[src/rtl/vga_stream_monitor.sv]
// vga_stream_monitor
//   Receive-side checker for a VGA conduit stream (HS/VS/BLANK + 8-bit RGB). Measures line and
//   frame geometry against the expected timing parameters and accumulates a per-frame pixel
//   signature. It reports lock and error status. It never drives the display.
//
// Ports
//   clk_clk                  pixel clock, one pixel per cycle
//   reset_reset_n            asynchronous active-low reset
//   vga_hs_n, vga_vs_n       active-low syncs
//   vga_blank_n              high marks an active pixel
//   vga_r, vga_g, vga_b      pixel colour
//   clear_err                synchronous clear of timing_err / err_count (wins over an increment)
//   locked                   high after two consecutive good frames
//   frame_done               one-cycle pulse when the frame outputs update
//   meas_h_total/active      geometry of the last closed line
//   meas_v_total/active      geometry of the last closed frame
//   frame_sig                pixel signature of the last closed frame
//   frame_count              complete frames seen, wrapping
//   err_count                bad frames seen, saturating
//   timing_err               sticky bad-frame flag
module vga_stream_monitor #(
   parameter int unsigned H_TOTAL  = 800,
   parameter int unsigned H_ACTIVE = 640,
   parameter int unsigned V_TOTAL  = 525,
   parameter int unsigned V_ACTIVE = 480
) (
   input  logic        clk_clk,
   input  logic        reset_reset_n,
   input  logic        vga_hs_n,
   input  logic        vga_vs_n,
   input  logic        vga_blank_n,
   input  logic [7:0]  vga_r,
   input  logic [7:0]  vga_g,
   input  logic [7:0]  vga_b,
   input  logic        clear_err,
   output logic        locked,
   output logic        frame_done,
   output logic [11:0] meas_h_total,
   output logic [11:0] meas_h_active,
   output logic [11:0] meas_v_total,
   output logic [11:0] meas_v_active,
   output logic [31:0] frame_sig,
   output logic [15:0] frame_count,
   output logic [15:0] err_count,
   output logic        timing_err
);

   localparam logic [11:0] HTotal  = 12'(H_TOTAL);
   localparam logic [11:0] HActive = 12'(H_ACTIVE);
   localparam logic [11:0] VTotal  = 12'(V_TOTAL);
   localparam logic [11:0] VActive = 12'(V_ACTIVE);

   typedef enum logic [1:0] {StAcquire, StFirst, StTrack, StLocked} state_e;

   state_e state_q;

   // Input pipeline. Only the syncs need the second stage for edge detection; colour and
   // blank are consumed at s1 so they line up with the detected edges.
   logic        hs_s1, hs_s2, vs_s1, vs_s2;
   logic        blank_s1;
   logic [23:0] pix_s1;

   logic [11:0] h_cnt_q, h_act_q, v_cnt_q, v_act_q;
   logic        frame_bad_q;
   logic [31:0] sig_q;

   logic        line_edge, frame_edge;
   logic        line_active, line_bad;
   logic [11:0] v_act_closed;
   logic        bad_closed, frame_good, frame_err;
   logic [31:0] sig_step;

   function automatic logic [11:0] sat_inc(input logic [11:0] v);
      return (v == 12'hFFF) ? v : v + 12'd1;
   endfunction

   always_comb begin
      line_edge    = ~hs_s1 & hs_s2;
      frame_edge   = ~vs_s1 & vs_s2;
      line_active  = (h_act_q != 12'd0);
      line_bad     = (h_cnt_q != HTotal) || (line_active && (h_act_q != HActive));
      // A line closed by an edge coincident with the frame edge still belongs to the old frame.
      v_act_closed = (line_edge && line_active) ? sat_inc(v_act_q) : v_act_q;
      bad_closed   = frame_bad_q | (line_edge & line_bad);
      frame_good   = (v_cnt_q == VTotal) && (v_act_closed == VActive) && !bad_closed;
      frame_err    = frame_edge && (state_q != StAcquire) && !frame_good;
      sig_step     = {sig_q[30:0], sig_q[31]} ^ {8'h00, pix_s1};
   end

   always_ff @(posedge clk_clk or negedge reset_reset_n) begin
      if (!reset_reset_n) begin
         // Syncs reset high so release never looks like a falling edge.
         hs_s1         <= 1'b1;
         hs_s2         <= 1'b1;
         vs_s1         <= 1'b1;
         vs_s2         <= 1'b1;
         blank_s1      <= 1'b0;
         pix_s1        <= 24'h0;
         h_cnt_q       <= 12'd0;
         h_act_q       <= 12'd0;
         v_cnt_q       <= 12'd0;
         v_act_q       <= 12'd0;
         frame_bad_q   <= 1'b0;
         sig_q         <= 32'h0;
         state_q       <= StAcquire;
         locked        <= 1'b0;
         frame_done    <= 1'b0;
         meas_h_total  <= 12'd0;
         meas_h_active <= 12'd0;
         meas_v_total  <= 12'd0;
         meas_v_active <= 12'd0;
         frame_sig     <= 32'h0;
         frame_count   <= 16'd0;
         err_count     <= 16'd0;
         timing_err    <= 1'b0;
      end else begin
         hs_s1    <= vga_hs_n;
         hs_s2    <= hs_s1;
         vs_s1    <= vga_vs_n;
         vs_s2    <= vs_s1;
         blank_s1 <= vga_blank_n;
         pix_s1   <= {vga_r, vga_g, vga_b};

         // Line geometry
         if (line_edge) begin
            meas_h_total  <= h_cnt_q;
            meas_h_active <= h_act_q;
            h_cnt_q       <= 12'd1;
            h_act_q       <= {11'd0, blank_s1};
         end else begin
            h_cnt_q <= sat_inc(h_cnt_q);
            if (blank_s1) begin
               h_act_q <= sat_inc(h_act_q);
            end
         end

         // Frame geometry
         if (frame_edge) begin
            v_cnt_q     <= line_edge ? 12'd1 : 12'd0;
            v_act_q     <= 12'd0;
            frame_bad_q <= 1'b0;
         end else if (line_edge) begin
            v_cnt_q     <= sat_inc(v_cnt_q);
            v_act_q     <= v_act_closed;
            frame_bad_q <= bad_closed;
         end

         // Signature
         if (frame_edge) begin
            sig_q <= blank_s1 ? {8'h00, pix_s1} : 32'h0;
         end else if (blank_s1) begin
            sig_q <= sig_step;
         end

         // Lock FSM and frame outputs
         frame_done <= 1'b0;
         if (frame_edge) begin
            unique case (state_q)
               StAcquire: state_q <= StFirst;
               StFirst:   state_q <= frame_good ? StTrack  : StFirst;
               StTrack:   state_q <= frame_good ? StLocked : StFirst;
               StLocked:  state_q <= frame_good ? StLocked : StFirst;
               default:   state_q <= StAcquire;
            endcase
            locked <= frame_good && ((state_q == StTrack) || (state_q == StLocked));
            if (state_q != StAcquire) begin
               frame_done    <= 1'b1;
               frame_count   <= frame_count + 16'd1;
               meas_v_total  <= v_cnt_q;
               meas_v_active <= v_act_closed;
               frame_sig     <= sig_q;
            end
         end

         if (clear_err) begin
            err_count  <= 16'd0;
            timing_err <= 1'b0;
         end else if (frame_err) begin
            err_count  <= (err_count == 16'hFFFF) ? err_count : err_count + 16'd1;
            timing_err <= 1'b1;
         end
      end
   end

endmodule
[config.mk]
export PLATFORM = sky130hd
export DESIGN_NAME = vga_stream_monitor
export DESIGN_NICKNAME = d
export VERILOG_FILES = /design/src/rtl/vga_stream_monitor.sv
export SDC_FILE = /design/constraint.sdc
export NUM_CORES = 1
export LEC_CHECK = 0
export ABC_AREA = 1
export CAP_MARGIN = 15
export CELL_PAD_IN_SITES_DETAIL_PLACEMENT = 2
export CELL_PAD_IN_SITES_GLOBAL_PLACEMENT = 2
export CORE_MARGIN = 1
export CORE_UTILIZATION = 33
export DETAILED_ROUTE_END_ITERATION = 6
export PLACE_DENSITY_LB_ADDON = 0.1
export SLEW_MARGIN = 10
export SYNTH_ARGS = -nofsm -noshare
export SYNTH_HDL_FRONTEND = slang
export SYNTH_SLANG_ARGS = --single-unit
[constraint.sdc]
create_clock -name clk_clk -period 3.1 [get_ports clk_clk]
set_clock_uncertainty 0.15 [all_clocks]
set_input_delay 0.465 -clock clk_clk [delete_from_list [all_inputs] [get_ports clk_clk]]
set_output_delay 0.465 -clock clk_clk [all_outputs]
set_load 0.1 [all_outputs]
==> impl_metrics.yaml <==
layout:
  seqCellArea_mm2: 0.00569
  syn_to_final_growth_pct: 27.1
  post-route-util_pct: 42.8
  nFillCells: 3253
  multi_input_area_mm2: 0.00369
  layout-drive-gt1-share_pct: 17.5
  num-nets-final: 1330
  num_antenna_cells: 0
sta:
  slew_headroom_pct: 28.3
  hold_violations: 0
  rsz0062_at_grt: "false"
  setup_viol: 0
  fmax_ghz: 0.365
  slew_violations: 0
  worst_slew_pin_slew_ps: 1080
  fin_tns_setup_ps: 0
  fin_crit_sh_pct: 88.5
  fin_crit_ps: 2740
synthesis:
  synth_compound_area_share_pct: 9.79
  netlist_instances: 1141
  synth_area_per_cell_um2: 8.77
  ys_seq_elements: 227
  async_flop_share_pct: 100
  yosysMostFrequentCell: "nand2_1"
  synthSimpleGateAreaFrac_pct: 23.1
  synth-xor-area-share_pct: 2.63
  synthTopCellsByArea: "dfrtp_1 (56%), nand2_1 (10%), o21ai_0 (5.3%), nor2_1 (5.0%), inv_1 (4.5%)"
  synth_top_area_cell: "dfrtp_1"
  ys_seq_area_share_pct: 56.8
  syn_nets: 1180
  ys_warn_count: 0
  muxShareOfSynthArea_pct: 0
  netlist_area_mm2: 0.0100
  synth_top_area_share_pct: 55.8
  synth.top_cells.by_count: "nand2_1 (277), dfrtp_1 (223), nor2_1 (133)"
  synth_cell_types: 44
  synth_adder_area_share_pct: 1.13
  synth_ff_type: "dfrtp_1"
  synth_edf_count: 0
  synth_top_family_by_area: "simple AND/OR/NAND/NOR gates"
routing:
  wl_per_cell_um: 17.0
  first_pass_iters: 4
  detail-route-antenna-nets: 0
  drc: 0
  via_count: 8254
  vias_per_cell: 4.85
  drt-total-wl_mm: 28.9
  first_iter_violations: 310
cts:
  clk_pin_slew_ps: 60
  htree_levels: 1
  cts_hold_buf: 1
  clock_latency_ps: 540
  numCtsBuffers: 28
  clock_sinks: 227
  ctsRootBufferMaster: "clkbuf_16"
  post_cts_buffers: 0
  cts_resized: 0
  clock_path_buffers: 3
  cts_tree: "yes"
worst_setup_path:
  cp_slowest_stage_delay_ps: 400
  crit_path_end_kind: "register"
  worst_setup_path_start_kind: "register"
  rr_startpoint: "h_act_q[0]"
  path_common_cell: "nand2_4"
  rr_worst_depth: 15
  r2r_slack_ps: 360
  r2r-end: "err_count[12]"
  cp_data_required_time_ps: 3380
  slowest_stage: "dfrtp_1"
  crit_chain: "inv_1, ha_1, nand3_2, nor2_4, nand2_4, nand2_8, inv_2, a21oi_1, nand2_1, nor2_2, nand2_4, nand3_4, nand2_4, nand2_2, nand2_1"
  cp.arrival_ps: 3020
  critPathKind: "register to register"
  worstPathMaxFanout: 17
worst_hold_path:
  min_path_type: "primary input to register"
  hold_path_end: "hs_s1"
  holdPathStages: 1
  min-delay-start: "vga_hs_n"
floorplan:
  die_y_um: 176
  boundaryPins: 145
  floorplan.initialDensity_pct: 33.7
  die_w_um: 176
  dieArea_mm2: 0.0310
  core-area_mm2: 0.0297
  rows: 63
placement:
  place_hpwl_mm: 19.7
  gp_congestion: 0.787
  numPortBuffers: 144
global_route:
  grt_max_degree: 111
  grt_pass1_wl_mm: 48.2
  antenna_found_initial: 0
  grt.overflow.total: 0
  grt.total_usage_pct: 19.2
  grt_pass1_vias: 9201
job:
  cap_violations: 0
power_and_ir_drop:
  p_leak_nw: 6.16
  powerDensity_mw_per_mm2: 757
  vdd_ir_drop_max_uv: 460
outcome:
  status: "complete, no violations"
==> cells in the final DEF (no fill, tap or decap), types with 6 or more instances in the layout <==
cell type,count
nor2_4,7
ha_1,9
nor3_1,15
xnor2_1,13
o22ai_1,25
nor2_1,132
a21oi_1,24
nand2_1,277
clkbuf_8,7
nand4_1,12
clkinv_2,6
xor2_1,17
nand2_2,15
o21ai_0,106
inv_1,118
clkbuf_16,28
a211oi_1,7
clkdlybuf4s50_1,28
dfrtp_1,223
bufinv_16,7
nand3_1,51
buf_4,127
==> through the flow <==
stage                     instances  power (W)  worst slack [ps]  cell area (µm²)  hold WS (ps)
after floorplan                1141    0.00530              65.7            10000          19.4
after global routing           1702     0.0100              80.6            12700           176
after global placement         1650    0.00592               418            11600           226
final                          1702    0.00962               357            12700           198
after detailed placement       1650    0.00598               304            11600           227
after CTS                      1702    0.00977               290            12700           174
==> kinds of logic after synthesis <==
group	Yosys count
buffers and inverters	166
AO/OA/AOI/OAI	179
adder cells (fa/ha/maj)	9
flip-flops	227
AND/OR/NAND/NOR	530
XOR/XNOR	30
==> area by class of cell <==
type / instances / share of cell area (%)
clock inverter: 14 / 2.02
timing repair buffer: 160 / 10.4
sequential: 227 / 44.7
inverter: 126 / 3.72
tap: 390 / 3.84
clock buffer: 37 / 6.33
multi-input combinational: 748 / 29.0
==> power breakdown <==
part	leakage, nW	switching [W]	total (W)	internal, W
Combinational	2.66	0.00191	0.00241	0.000507
Sequential	2.97	0.000231	0.00350	0.00327
Clock	0.527	0.00131	0.00371	0.00240
==> state kept, by name, summed over array words and instances (netlist names), 12 cells and up <==
signal / flops
v_cnt_q: 12
meas_h_active: 12
h_act_q: 12
meas_h_total: 12
sig_q: 32
pix_s1: 24
v_act_q: 12
meas_v_total: 12
err_count: 16
frame_sig: 32
h_cnt_q: 12
meas_v_active: 12
frame_count: 16
==> how the worst max path moves through the flow <==
| stage | from | to | slack, ps |
|---|---|---|---|
| 5_1_grt | h_act_q[0] | err_count[5] | 80 |
| 3_3_place_gp | h_act_q[0] | err_count[1] | 420 |
| 4_1_cts | h_act_q[0] | err_count[10] | 290 |
| 2_1_floorplan | err_count[0] | err_count[9] | 70 |
| 6_report | h_act_q[0] | err_count[12] | 360 |
| 3_5_place_dp | h_act_q[0] | err_count[12] | 300 |
==> critical path, delay by kind of cell, from the launching register on <==
kind / cells / cell delay, ps
flip-flops: 1 / 400
AO/OA/AOI/OAI: 1 / 260
buffers and inverters: 2 / 220
adder cells (fa/ha/maj): 1 / 180
AND/OR/NAND/NOR: 11 / 1410
==> per-layer routing <==
| layer | global-route usage, % | routed length, µm | vias to the layer above |
|---|---|---|---|
| li1 | - | - | 3939 |
| met1 | 24.6 | 13000 | 4166 |
| met2 | 33.6 | 14200 | 114 |
| met3 | 3.40 | 1130 | 35 |
| met4 | 4.31 | 551 | 0 |
| met5 | 0 | 0 | - |
Note: power is estimated with default switching activity, not from simulation.
